==> src/rtl/cpu_ctl_latch.sv <==
// cpu_ctl_latch
// Per-CPU control latches for the Namco 6809 multi-CPU boards. One shared
// block serves NCPU CPUs. The main-CPU bus logic decodes control-write
// strobes, and this block turns them into the following per-CPU state:
//   - IRQ enable, with VBLANK interrupts in level or edge-latched mode
//   - interrupt acknowledge
//   - a sub-CPU reset latch with a minimum-width reset stretcher
// Optional feature: define CPU_CTL_WATCHDOG_EN to build in a watchdog that
// counts VBLANK edges. When the macro is undefined, WDT_RST is tied to 0 and
// function code 4 has no effect.

module cpu_ctl_latch #(
    parameter int              NCPU      = 3,
    parameter int              RST_MIN   = 16,
    parameter logic [NCPU-1:0] RST_INIT  = {NCPU{1'b1}},
    parameter int              WDT_LIMIT = 8
) (
    input  logic            CPU_CLK,
    input  logic            RESET,
    input  logic            VBLK,
    input  logic            CTL_CS,
    input  logic [2:0]      CTL_SEL,
    input  logic [2:0]      CTL_FN,
    input  logic            CTL_VAL,
    output logic [NCPU-1:0] IRQ,
    output logic [NCPU-1:0] CPU_RESET,
    output logic            WDT_RST
);

    // Stretch counter width. The counter must hold RST_MIN and is never
    // narrower than 1 bit.
    localparam int RCW = (RST_MIN < 1) ? 1 : $clog2(RST_MIN + 1);
    localparam logic [RCW-1:0] RCNT_LOAD = RCW'(RST_MIN);
    localparam logic [RCW-1:0] RCNT_ONE  = RCW'(1);
    localparam logic [RCW-1:0] RCNT_ZERO = {RCW{1'b0}};

    localparam logic [2:0] FN_IRQ_EN  = 3'd0;
    localparam logic [2:0] FN_RST_LAT = 3'd1;
    localparam logic [2:0] FN_IRQ_ACK = 3'd2;
    localparam logic [2:0] FN_IRQ_MOD = 3'd3;

    // Start value of the stretch counter for a CPU that comes out of reset
    // held in reset.
    function automatic logic [RCW-1:0] rcnt_init(input int idx);
        logic [RCW-1:0] v;
        if (RST_INIT[idx]) begin
            v = RCNT_LOAD;
        end else begin
            v = RCNT_ZERO;
        end
        return v;
    endfunction

    // Registered state
    logic                      vblk_d_r;
    logic [NCPU-1:0]           en_r;
    logic [NCPU-1:0]           mode_r;
    logic [NCPU-1:0]           pend_r;
    logic [NCPU-1:0]           rlat_r;
    logic [NCPU-1:0][RCW-1:0]  rcnt_r;
    logic [NCPU-1:0]           cpu_reset_r;

    // Next-state and decode signals
    logic                      vedge_s;
    logic [NCPU-1:0]           hit_s;
    logic [NCPU-1:0]           clr_s;
    logic [NCPU-1:0]           ack_s;
    logic [NCPU-1:0]           set_s;
    logic [NCPU-1:0]           load_s;
    logic [NCPU-1:0]           en_s;
    logic [NCPU-1:0]           mode_s;
    logic [NCPU-1:0]           pend_s;
    logic [NCPU-1:0]           rlat_s;
    logic [NCPU-1:0][RCW-1:0]  rcnt_s;
    logic [NCPU-1:0]           cpu_reset_s;

    // VBLANK rising edge, plus a one-hot write select. A select index of
    // NCPU or above matches no CPU, so writes to it are dropped.
    always_comb begin
        vedge_s = VBLK & ~vblk_d_r;
        hit_s   = {NCPU{1'b0}};
        for (int i = 0; i < NCPU; i++) begin
            if (CTL_CS && (CTL_SEL == 3'(i))) begin
                hit_s[i] = 1'b1;
            end else begin
                hit_s[i] = 1'b0;
            end
        end
    end

    // Per-CPU function decode and next-state computation.
    always_comb begin
        en_s        = en_r;
        mode_s      = mode_r;
        rlat_s      = rlat_r;
        pend_s      = pend_r;
        rcnt_s      = rcnt_r;
        clr_s       = {NCPU{1'b0}};
        ack_s       = {NCPU{1'b0}};
        load_s      = {NCPU{1'b0}};
        set_s       = {NCPU{1'b0}};
        cpu_reset_s = {NCPU{1'b0}};
        for (int i = 0; i < NCPU; i++) begin
            if (hit_s[i]) begin
                case (CTL_FN)
                    FN_IRQ_EN: begin
                        en_s[i]  = CTL_VAL;
                        clr_s[i] = ~CTL_VAL;
                    end
                    FN_RST_LAT: begin
                        rlat_s[i] = CTL_VAL;
                        load_s[i] = CTL_VAL;
                    end
                    FN_IRQ_ACK: begin
                        ack_s[i] = 1'b1;
                    end
                    FN_IRQ_MOD: begin
                        mode_s[i] = CTL_VAL;
                        clr_s[i]  = 1'b1;
                    end
                    default: begin
                        clr_s[i] = 1'b0;
                    end
                endcase
            end else begin
                clr_s[i] = 1'b0;
            end

            // Set and clear use the enable and mode from before this write.
            // Disable and mode changes beat a set, and a set beats an ack.
            set_s[i] = vedge_s & en_r[i] & mode_r[i];
            if (clr_s[i]) begin
                pend_s[i] = 1'b0;
            end else if (set_s[i]) begin
                pend_s[i] = 1'b1;
            end else if (ack_s[i]) begin
                pend_s[i] = 1'b0;
            end else begin
                pend_s[i] = pend_r[i];
            end

            // Every write of 1 restarts the stretch, even if the latch is
            // already set.
            if (load_s[i]) begin
                rcnt_s[i] = RCNT_LOAD;
            end else if (rcnt_r[i] != RCNT_ZERO) begin
                rcnt_s[i] = rcnt_r[i] - RCNT_ONE;
            end else begin
                rcnt_s[i] = rcnt_r[i];
            end

            // Built from next-state values, so a write reaches CPU_RESET one
            // clock after the strobe.
            cpu_reset_s[i] = rlat_s[i] | (rcnt_s[i] != RCNT_ZERO);
        end
    end

    // Per-CPU latches, with a synchronous return to the reset values.
    always_ff @(posedge CPU_CLK) begin
        if (RESET) begin
            vblk_d_r    <= 1'b0;
            en_r        <= {NCPU{1'b0}};
            mode_r      <= {NCPU{1'b0}};
            pend_r      <= {NCPU{1'b0}};
            rlat_r      <= RST_INIT;
            cpu_reset_r <= RST_INIT;
            for (int i = 0; i < NCPU; i++) begin
                rcnt_r[i] <= rcnt_init(i);
            end
        end else begin
            vblk_d_r    <= VBLK;
            en_r        <= en_s;
            mode_r      <= mode_s;
            pend_r      <= pend_s;
            rlat_r      <= rlat_s;
            rcnt_r      <= rcnt_s;
            cpu_reset_r <= cpu_reset_s;
        end
    end

    // Level mode passes VBLK straight through, gated by the enable. Edge mode
    // presents the latched pending bit.
    assign IRQ       = (mode_r & pend_r) | (~mode_r & en_r & {NCPU{VBLK}});
    assign CPU_RESET = cpu_reset_r;

`ifdef CPU_CTL_WATCHDOG_EN
    localparam logic [8:0] WDT_LIM = 9'(WDT_LIMIT);

    logic       kick_s;
    logic       wdt_fire_s;
    logic [7:0] wdt_cnt_s;
    logic [7:0] wdt_cnt_r;
    logic       wdt_rst_r;

    // Watchdog counter. A kick in the same cycle as a VBLANK edge wins.
    // Reaching the limit fires the watchdog and wraps the count to 0.
    always_comb begin
        kick_s     = CTL_CS & (CTL_FN == 3'd4);
        wdt_fire_s = 1'b0;
        wdt_cnt_s  = wdt_cnt_r;
        if (kick_s) begin
            wdt_cnt_s = 8'd0;
        end else if (vedge_s) begin
            if (({1'b0, wdt_cnt_r} + 9'd1) == WDT_LIM) begin
                wdt_fire_s = 1'b1;
                wdt_cnt_s  = 8'd0;
            end else begin
                wdt_cnt_s = wdt_cnt_r + 8'd1;
            end
        end else begin
            wdt_cnt_s = wdt_cnt_r;
        end
    end

    // Watchdog count and its one-clock request pulse.
    always_ff @(posedge CPU_CLK) begin
        if (RESET) begin
            wdt_cnt_r <= 8'd0;
            wdt_rst_r <= 1'b0;
        end else begin
            wdt_cnt_r <= wdt_cnt_s;
            wdt_rst_r <= wdt_fire_s;
        end
    end

    assign WDT_RST = wdt_rst_r;
`else
    assign WDT_RST = 1'b0;
`endif

endmodule

==> config.mk <==
export PLATFORM = sky130hd
export DESIGN_NAME = cpu_ctl_latch
export DESIGN_NICKNAME = d
export VERILOG_FILES = /design/src/rtl/cpu_ctl_latch.sv
export SDC_FILE = /design/constraint.sdc
export NUM_CORES = 1
export LEC_CHECK = 0
export ABC_AREA = 1
export ABC_CLOCK_PERIOD_IN_PS = 1700
export BUFFER_PORTS_ARGS = -buffer_cell sky130_fd_sc_hd__buf_2
export CORE_ASPECT_RATIO = 0.6
export CORE_UTILIZATION = 57
export DETAILED_ROUTE_END_ITERATION = 7
export PLACE_DENSITY = 0.87
export SLEW_MARGIN = 20
export SYNTH_ARGS = -nofsm -noshare
export SYNTH_HDL_FRONTEND = slang
export SYNTH_SLANG_ARGS = --single-unit
==> constraint.sdc <==
create_clock -name CPU_CLK -period 1.7 [get_ports CPU_CLK]
set_clock_uncertainty 0.2 [all_clocks]
set_input_delay 0.17 -clock CPU_CLK [delete_from_list [all_inputs] [get_ports CPU_CLK]]
set_output_delay 0.17 -clock CPU_CLK [all_outputs]
set_load 0.005 [all_outputs]
[Yosys cells after proc, flatten, opt, wreduce, memory -nomap -nowiden]
Cells that the tools add are included.
Cells by class
  equality and inequality tests: 5
  $add $sub $neg: 3
  muxes and demuxes: 33
  bitwise operators: 17
  reduce and logical (&&, ||, !) cells: 23
Operator list (number)
  $mux W5: 6
  $reduce_bool A5 Y1: 6
  $mux W1: 26
  $sub A5 B1 Y5 const B: 3
  $reduce_and A2 Y1: 6
  $and A3 B3 Y3: 3
  $eq A3 B2 Y1 const B: 3
  $and A1 B1 Y1: 7
  $eq A3 B1 Y1 const B: 2
  $logic_not A3 Y1: 2
  $reduce_bool A2 Y1: 3
  $reduce_or A2 Y1: 3
  $logic_and A1 B1 Y1: 3
  $not A3 Y3: 1
  $or A1 B1 Y1: 3
  $or A3 B3 Y3: 1
  $not A1 Y1: 2
  $pmux W1 S2: 1
Word-level totals
  input port bits: 11
  register bits after elaboration: 31
  output and inout bits: 7

[Longest topological paths before layout]
Gate-level depths: netlist of run 1.
  depth after elaboration: 7
  depth in mapped cells: 9
  depth with buffers taken out: 9

[Worst setup path after synthesis of run 1]
Ideal clock, no wire load.
  kind: register -> register
  start point: register rcnt_r[10] (netlist bit)
  end point: register cpu_reset_r[2] (netlist: CPU_RESET[2])
  data required time: 1.379 ns
  library setup time: 0.121 ns
  cell stages (with the launch flop): 10
  path buffers: 0
  slack: 0.292 ns
  arrival time: 1.087 ns
  cells stage by stage: dfxtp_1 > inv_1 > ha_1 > nand3_1 > nand2_1 > nand2_1 > nand2_1 > inv_1 > nor2_1 > nand3_1
On the way
  cells in the longest elaborated chain, start to end: 5
Ends and longest elaborated chain
  start: declaration: RTL line 60  | logic [NCPU-1:0][RCW-1:0] rcnt_r;
  start signal: indexed assignment: RTL line 168  | rcnt_r[i] <= rcnt_init(i);
  start signal: assignment: RTL line 176  | rcnt_r <= rcnt_s;
  $sub A5 B1 Y5 / $reduce_bool A5 Y1 (equally long branches): RTL line 147, 146
  $mux W5 (*): RTL line 146  | end else if (rcnt_r[i] != RCNT_ZERO) begin
  $mux W5 (*): RTL line 144  | if (load_s[i]) begin
  $reduce_bool A5 Y1 (*): RTL line 154  | cpu_reset_s[i] = rlat_s[i] | (rcnt_s[i] != RCNT_ZERO);
  $or A1 B1 Y1 (*): RTL line 154
  end signal: assignment: RTL line 177  | cpu_reset_r <= cpu_reset_s;
  end: declaration: RTL line 61  | logic [NCPU-1:0] cpu_reset_r;
Every way passes the cells marked *; elsewhere a longest branch is shown, timed or not.
A chain may end at the register's enable or synchronous reset.

[Worst setup path after layout of run 1]
  start point: input VBLK
  end point: output IRQ[0]
On the way
  cells in the longest elaborated chain, start to end: 2
Ends and longest elaborated chain
  start: declaration: RTL line 20  | input logic VBLK,
  $and A3 B3 Y3: RTL line 183  | assign IRQ = (mode_r & pend_r) | (~mode_r & en_r & {NCPU{VBLK}});
  $or A3 B3 Y3: RTL line 183
  end: declaration: RTL line 25  | output logic [NCPU-1:0] IRQ,
No other way between the ends.

==> results of run 1 <==
[sequential cells by signal, summed over array words and instances (netlist names)]
name,flops
CPU_RESET,3
en_r,3
mode_r,3
pend_r,3
rcnt_r,15
rlat_r,3
vblk_d_r,1
[routing by layer]
| metal | vias up | part of all wire [%] | wire (µm) |
|---|---|---|---|
| met2 | 48 | 42 | 1465 |
| li1 | 783 | - | - |
| met5 | - | 0 | 0 |
| met4 | 0 | 1.2 | 43 |
| met1 | 679 | 49 | 1717 |
| met3 | 7 | 8.0 | 280 |
[final cells by class]
cell class              instances  area share (%)
multi-input cells             158           42.73
flip-flops and latches         31           33.86
inverters                      41           8.396
repair buffers                 20           6.416
clock buffers                   6           4.505
well taps                      32           2.184
clock inverters                 2           1.911
[timing repair]
action,4_1_cts,5_1_grt
resized for setup,0,2
endpoints found under the setup margin,0,1
hold endpoints to repair,7,0
hold buffers,3,0
[logic make-up after synthesis]
| family | Yosys count |
|---|---|
| XOR/XNOR | 3 |
| buffers and inverters | 44 |
| adder cells (fa/ha/maj) | 3 |
| AO/OA/AOI/OAI | 23 |
| other | 1 |
| AND/OR/NAND/NOR | 128 |
| flip-flops | 31 |
[power breakdown]
group,switching (mW),internal (mW)
Clock,0.276,0.474
Sequential,0.108,0.882
Combinational,0.600,0.357
[worst max-delay path, delay by kind of cell]
family	cells	cell delay, ps
compound gates	1	150
buf+inv	3	810
simple gates	1	80
[layout by cell type, fill, tap and decap left out, drive strengths merged]
cell type and instances:
dfxtp 31, bufinv 1, nand3b 1, clkbuf 6
buf 17, and2 2, xor2 3, nand2 48
o21ai 12, nand3 26, conb 1, ha 3
dlygate4sd3 3, nor2 38, nand4 6, a21oi 10
clkinv 3, o21a 1, inv 39, nor3 6
nor3b 1
[synthesized netlist by cell type (2+ instances only)]
master    number
inv_1         36
inv_2          3
and2_1         2
xor2_1         3
nand3_1       24
nor3_1         5
nand2_1       47
a21oi_1       10
nor2_2         5
o21ai_0       10
dfxtp_1       31
nand3_2        2
nand4_1        5
clkinv_1       2
nor2_1        32
ha_1           3
[worst max-delay path by stage]
stage | start | to | slack [ps] | cells past startpoint
6_report | VBLK | IRQ[0] | 110 | 5
5_1_grt | rcnt_r[10] | CPU_RESET[2] | 4 | 9
4_1_cts | rcnt_r[10] | CPU_RESET[2] | 80 | 7
3_5_place_dp | rcnt_r[10] | CPU_RESET[2] | 110 | 7
3_3_place_gp | rcnt_r[10] | CPU_RESET[2] | 120 | 7
2_1_floorplan | rcnt_r[10] | CPU_RESET[2] | 290 | 9
[stage by stage]
stage	utilization, %	hold slack (ps)
floorplan	-	94.87
global placement	65.80	241.7
detailed placement	65.80	254.0
CTS	71.58	28.01
global route	71.67	49.54
finish	71.67	39.42
==> metrics.md, run 1 <==
| Metric | Value |
|---|---|
| Run status | finished clean |
| CTS tree | built |
| Total global-route track usage | 25.21% |
| Synthesis-to-layout area growth | 16.09% |
| Multiplexer share of the synthesized area | 0% |
| Startpoint Class | input pin |
| FF+latch count, synth | 31 |
| Area after DPL | 1683 µm² |
| Critical path type | in2out |
| Antenna Cells | 0 |
| Post-synth top area share | 39.30% |
| Max-cap violation count | 0 |
| Top post-synthesis cells by area | dfxtp_1 39%, nand2_1 11%, inv_1 8.6% |
| Initial DRC Count | 114 |
| Final Cell Area | 1833 µm² |
| Synth Area in Compound Gates | 7.686% |
| ANT nets after route | 0 |
| Multi-input gate area | 783.3 µm² |
| Core ar. | 2557 µm² |
| Via density | 5.231 |
| Htree depth | 2 |
| Setup crit end kind | output pin |
| Clock-pin slew on the worst setup and hold paths | 70 ps |
| Largest net degree at the start of global routing | 11 |
| Post-Synthesis Cells | 233 |
| Syn Nets | 247 |
| Die Wd | 69.95 µm |
| Post-DP HPWL | 2.616 mm |
| Inserted Clock Buffers | 5 |
| Slew Viols, Final | 0 |
| R2R Setup Slk | 140 ps |
| Via count | 1517 |
| Placed Cells | 279 |
| Setup TNS | 0 ps |
| RSZ-0062 raised after global routing | no |
| Reg-to-Reg Start | rcnt_r[10] |
| # setup viols final | 0 |
| Worst Path Max Fanout | 4 |
| Power, Total | 2.697 mW |
| Critical path arrival | 1220 ps |
| GR Layer Usage met2 | 38.08% |
| Worst-path cell chain | dlygate4sd3_1, buf_2, nand2_1, o21ai_0, buf_2 |
| Crit-path max cell delay | 520 ps |
| IO buf count | 16 |
| Yosys cell types | 29 |
| Synthesis warning total | 0 |
| Postcts setup bufs | 0 |
| Fin nets | 271 |
| Via count of the first global-routing pass | 1346 |
| Maximum root-to-sink buffer count | 2 |
| Sinks on Clock Net | 31 |
| Final Cycle Share | 93.28% |
| Worst Hold End | mode_r[2] |
| R2r worst-path depth | 9 |
| Peak supply drop | 0.8232 mV |
| Fillers | 202 |
| Most used flip-flop cell after synthesis | dfxtp_1 |
| FF-to-FF End | CPU_RESET[2] |
| I/O pin total | 18 |
| Finished Layout Cells | 290 |
| Setup WS post-layout | 114.2 ps |
| Hold Path Class | in2reg |
| Simple-gate share of the synthesized area | 37.48% |
| FMAX | 0.6306 GHz |
| CP most frequent cell | buf_2 |
| Largest family of logic cells by synthesized area | simple AND/OR/NAND/NOR gates |
| Die height | 42.77 µm |
| CP max-delay cell | dlygate4sd3_1 |
| Post-synth EDFFs | 0 |
| P_leak | 0.8934 nW |
| Wire per inst | 12.09 µm |
| Clk_lat worst skew | 290 ps |
| FF/Latch Area | 620.6 µm² |
| Root Buffer | clkbuf_8 |
| Met3 GRT Util | 7.126% |
| Initial core utilization | 61.74% |
| # DRC | 0 |
| Antenna violations before repair | 0 |
| Largest area contributor in the netlist | dfxtp_1 |
| Post-Synth Adder-Cell Area | 2.377% |
| Synthesized area | 1579 µm² |
| Seq/Total Area, Yosys | 39.30% |
| First-pass GRT wire length | 5.789 mm |
| Total grt overflow | 0 |
| Grt peak-use layer | met2 |
| Row cnt | 14 |
| Place WS | 108.5 ps |
| WP data required | 1330 ps |
| Endpoints failing hold | 0 |
| Hold depth | 3 |
| Clock period minus worst slack | 1586 ps |
| Final WL | 3.507 mm |
| Met1 Use GR | 34.46% |
| PD cells | 1471 nW/µm² |
| Avg Synthesized Cell Area | 6.777 µm² |
| Die area | 2992 µm² |
| HP Start | CTL_VAL |
| Asr flop ratio synth | 0% |
| Post-synthesis xor/xnor area fraction | 1.664% |
| Ratio of cells with drive above 1 in the final layout | 15.89% |
| Gpl congestion | 0.9193 |
| First-pass DRT Iterations | 4 |
(Power assumes the default switching activity.)
==> inputs of run 2 (changes only) <==
ABC_AREA = default   (was 1)
CORE_UTILIZATION = 56   (was 57)
PLACE_DENSITY = 0.86   (was 0.87)
==> metrics.md, run 2 <==
| Metric | Value |
|---|---|
| FF-to-FF End | CPU_RESET[1] |
| Hold Path Class | in2reg |
| Finished Layout Cells | 242 |
| Hold depth | 2 |
| Htree depth | 2 |
| Synthesis-to-layout area growth | 27.21% |
| Number of flip-flops in the largest register | 15 |
| Worst Path Max Fanout | 2 |
| Most frequent cells in the layout | 28 x dfxtp_1, 17 x nand2_1, 17 x nor3_1, 16 x buf_2, 16 x buf_4 |
| Hold Slack | 18.89 ps |
| RSZ-0062 raised after global routing | yes |
| Final Cycle Share | 102.0% |
| IO buf count | 16 |
| Via density | 5.583 |
| Slew Viols, Final | 0 |
| Max-cap violation count | 0 |
| Asr flop ratio synth | 0% |
| Setup WS post-layout | -34.03 ps |
| Via count | 1351 |
| Post-layout util | 75.42% |
| Run status | finished, violations left |
| Seq/Total Area, Yosys | 41.79% |
| Failing checks | negative setup slack |
| Post-DP HPWL | 2.340 mm |
| PD cells | 1491 nW/µm² |
| HP Start | RESET |
| Synth top cells by count | 31 x dfxtp_1, 17 x nand2_1, 17 x nor3_1 |
| Total grt overflow | 0 |
| FMAX | 0.5767 GHz |
| Yosys cell types | 38 |
| Via count of the first global-routing pass | 1221 |
| Largest Register | rcnt_r |
| Reg-to-Reg Start | rcnt_r[5] |
| Row cnt | 14 |
| Maximum root-to-sink buffer count | 2 |
| Die Wd | 68.49 µm |
| Die area | 2869 µm² |
| Power, Total | 2.818 mW |
| Peak supply drop | 0.8971 mV |
| Critical path arrival | 1690 ps |
| Clock period minus worst slack | 1734 ps |
| CTS tree | built |
| Wire per inst | 13.61 µm |
| Endpoints failing hold | 0 |
| First-pass DRT Iterations | 4 |
| Inserted Clock Buffers | 5 |
| Placed Cells | 231 |
| Clock-pin slew on the worst setup and hold paths | 70 ps |
| Initial core utilization | 59.29% |
| Largest area contributor in the netlist | dfxtp_1 |
| Area after DPL | 1718 µm² |
| Place WS | -50.69 ps |
| # DRC | 0 |
| Setup crit end kind | register |
| Critical path type | reg2reg |
| Post-synth EDFFs | 0 |
| Worst Hold End | en_r[2] |
| Most used flip-flop cell after synthesis | dfxtp_1 |
| Core ar. | 2505 µm² |
| R2R Setup Slk | -30 ps |
| Synthesis warning total | 0 |
| WP data required | 1650 ps |
| Post-synth top area share | 41.79% |
| Initial DRC Count | 118 |
| First-pass GRT wire length | 5.264 mm |
| Antenna violations before repair | 0 |
| Clk_lat worst skew | 270 ps |
| Root Buffer | clkbuf_8 |
| Synthesized area | 1485 µm² |
| I/O pin total | 18 |
| Max transition margin | 63.11% |
| Crit path from | rcnt_r[5] |
| Fin nets | 223 |
| Die height | 41.89 µm |
| Largest net degree at the start of global routing | 15 |
| Antenna Cells | 0 |
| P_leak | 0.7402 nW |
| Setup TNS | -34.03 ps |
| ANT nets after route | 0 |
| Top post-synthesis cells by area | dfxtp_1 42%, nor3_1 5.7%, xnor2_1 5.3% |
| # setup viols final | 1 |
| Post-Synthesis Cells | 171 |
| Total global-route track usage | 25.56% |
| Top-count cell post-synth | dfxtp_1 |
| Final WL | 3.293 mm |
| Ratio of cells with drive above 1 in the final layout | 26.19% |
| Syn Nets | 185 |
| Avg Synthesized Cell Area | 8.685 µm² |
| Commonest non-fill, non-tap cell in the layout | dfxtp_1 |
| Gpl congestion | 0.9737 |
| Worst-Margin Slew | 545.9 ps |
| Sinks on Clock Net | 31 |
| Startpoint Class | register |
| Final Cell Area | 1889 µm² |
| R2r worst-path depth | 6 |
| FF+latch count, synth | 31 |
-- run 2: cell types whose count changed after synthesis, sizes merged, moves of 4 or more --
cell / previous run / this run
nand2b: 0 / 5
nor3: 6 / 17
xnor2: 0 / 9
a21oi: 10 / 6
inv: 39 / 8
nor2: 38 / 16
nand2: 48 / 17
nand3: 26 / 1
mux2i: 0 / 4
nand4: 6 / 0
nor2b: 0 / 6
or3: 0 / 5
-- run 2: kinds of logic after synthesis --
family          synth area share, %
compound gates                11.54
xor+xnor                      5.308
fa+ha+maj                     2.528
buf+inv                       2.780
flops                         41.79
mux                           2.696
other cells                  0.2525
simple gates                  33.11
-- run 2: area by class of cell --
| type | count | area, µm² |
|---|---|---|
| timing repair buffer | 33 | 210.2 |
| clock buffer | 8 | 100.1 |
| fill | 169 | 615.6 |
| tap | 32 | 40.04 |
| sequential | 31 | 624.3 |
| inverter | 8 | 30.03 |
| multi-input combinational | 130 | 884.6 |
-- run 2: report_power, final --
| group | internal, mW | leakage [nW] | total [mW] | switching, mW |
|---|---|---|---|---|
| logic | 0.614 | 0.434 | 1.16 | 0.543 |
| registers | 0.891 | 0.255 | 1.04 | 0.146 |
| clock network | 0.369 | 0.0515 | 0.624 | 0.255 |
-- run 2: worst max-delay path: stages, from the launching register on --
cell and delay, ps:
dfxtp_2 330, inv_2 70, ha_4 130, or4b_4 460, mux2i_1 150, nor3_1 160
o211ai_1 100
-- run 2: repair_timing --
item                       4_1_cts  5_1_grt
setup endpoints to repair        2        5
resized for setup                6        4
hold endpoints to repair         1        0
setup buffers                    2        0
hold buffers                     1        0
pin swaps                        4        1
-- run 2: layer usage --
metal	share of wire [%]	GRT usage, %	vias to the layer above
li1	-	-	680
met1	46	30.70	620
met2	48	40.59	43
met3	5.2	10.99	8
met4	0.97	8.333	0
met5	0	0	-
-- run 2: worst max-delay path by stage --
stage	to	slack [ps]	cells past startpoint
floorplan	CPU_RESET[1]	-10	6
global placement	CPU_RESET[1]	1	6
detailed placement	CPU_RESET[1]	-50	6
CTS	CPU_RESET[1]	-20	6
global route	CPU_RESET[1]	-90	6
finish	CPU_RESET[1]	-30	6
==> inputs of run 3 (changes only) <==
SETUP_SLACK_MARGIN = 0.5   (was default)
==> metrics.md, run 3 (synthesis gave the netlist of run 2 again) <==
| Metric | Value |
|---|---|
| Failing checks | negative setup slack |
| Ratio of cells with drive above 1 in the final layout | 50.67% |
| Gpl congestion | 0.9143 |
| ANT nets after route | 0 |
| Core ar. | 2505 µm² |
| Die height | 41.89 µm |
| Via count | 1763 |
| First-pass GRT wire length | 6.348 mm |
| Endpoints failing hold | 0 |
| Crit-path max cell delay | 480 ps |
| Antenna violations before repair | 0 |
| Final WL | 6.016 mm |
| # DRC | 0 |
| Critical path type | reg2reg |
| Commonest non-fill, non-tap cell in the layout | buf_4 |
| Final Cycle Share | 108.8% |
| Row cnt | 14 |
| Startpoint Class | register |
| Via count of the first global-routing pass | 1391 |
| Largest Register | rcnt_r |
| Die Wd | 68.49 µm |
| Wire per inst | 23.41 µm |
| Peak supply drop | 1.248 mV |
| First-pass DRT Iterations | 4 |
| Run status | finished, violations left |
| # setup viols final | 3 |
| Root Buffer | clkbuf_8 |
| Initial core utilization | 59.29% |
| Final Cell Area | 2338 µm² |
| PD cells | 1634 nW/µm² |
| Post-DP HPWL | 2.487 mm |
| Total global-route track usage | 30.91% |
| Finished Layout Cells | 257 |
| Worst Path Max Fanout | 3 |
| FMAX | 0.5407 GHz |
| Placed Cells | 227 |
| Clock period minus worst slack | 1850 ps |
| Largest net degree at the start of global routing | 15 |
| Crit path buf inv count | 1 |
| Inserted Clock Buffers | 5 |
| Clock-pin slew on the worst setup and hold paths | 80 ps |
| RSZ-0062 raised after global routing | yes |
| P_leak | 0.9310 nW |
| Antenna Cells | 0 |
| Fin nets | 238 |
| IO buf count | 16 |
| Htree depth | 2 |
| Critical path arrival | 1800 ps |
| CP max-delay cell | or4b_4 |
| Sinks on Clock Net | 31 |
| Clk_lat worst skew | 290 ps |
| Die area | 2869 µm² |
| Setup crit end kind | register |
| Hold Path Class | in2reg |
| Slew Viols, Final | 0 |
| Most frequent cells in the layout | 22 x buf_4, 19 x dfxtp_1, 14 x nand2_1, 13 x nor2_1, 13 x buf_2 |
| Worst-path cell chain | inv_2, ha_4, or4b_4, mux2i_1, nor3_2, o211ai_1 |
| Initial DRC Count | 303 |
| Total grt overflow | 0 |
| Max-cap violation count | 0 |
| Family with the most delay on the worst path | simple AND/OR/NAND/NOR gates |
| Synthesis-to-layout area growth | 57.46% |
| Number of flip-flops in the largest register | 15 |
| CTS tree | built |
| I/O pin total | 18 |
| Setup WS post-layout | -149.6 ps |
| WP data required | 1650 ps |
| Maximum root-to-sink buffer count | 2 |
| Via density | 6.860 |
| Area after DPL | 1783 µm² |
## run 3: final cells by class
class	instances	area, µm²
clock buffers	6	82.58
well taps	32	40.04
multi-input cells	130	1121
clock inverters	2	35.03
inverters	8	30.03
fillers	78	166.4
flip-flops and latches	31	638.1
repair buffers	48	391.6
## run 3: report_power, final
group	internal [mW]	switching, mW
logic	1.01	0.901
clock network	0.474	0.303
registers	0.901	0.232
total	2.38	1.44
## run 3: worst paths after layout
kind	from	to	slack, ps	cells after the start
max	rcnt_r[6]	CPU_RESET[1]	-150	6
min	RESET	en_r[2]	50	2
min reg2reg	rlat_r[0]	rlat_r[0]	300	1
max reg2reg	rcnt_r[6]	CPU_RESET[1]	-150	6
## run 3: what timing repair did
item / CTS / global route
endpoints found under the hold margin: 1 / 0
setup buffers: 11 / 10
endpoints found under the setup margin: 22 / 30
hold buffers: 1 / 0
gates resized for setup: 26 / 41
pin swaps: 13 / 16
## run 3: metrics by stage
step	setup WS, ps	power, mW	hold slack, ps	setup TNS [ps]	utilization, %
floorplan	-11.05	1.909	76.25	-11.05	-
global placement	-0.3956	2.149	228.1	-0.3956	71.18
detailed placement	-34.20	2.217	236.8	-34.20	71.18
CTS	8.791	3.209	4.542	0	82.42
global route	-177.1	3.993	56.55	-593.7	93.36
finish	-149.6	3.820	48.58	-298.3	93.36
## run 3: routing by layer
metal / share of wire [%] / GRT usage (%) / vias up
met5: 0 / 0 / -
met4: 7.1 / 17.08 / 0
met3: 9.9 / 7.692 / 52
met2: 47 / 49.22 / 181
met1: 36 / 37.63 / 814
li1: - / - / 716
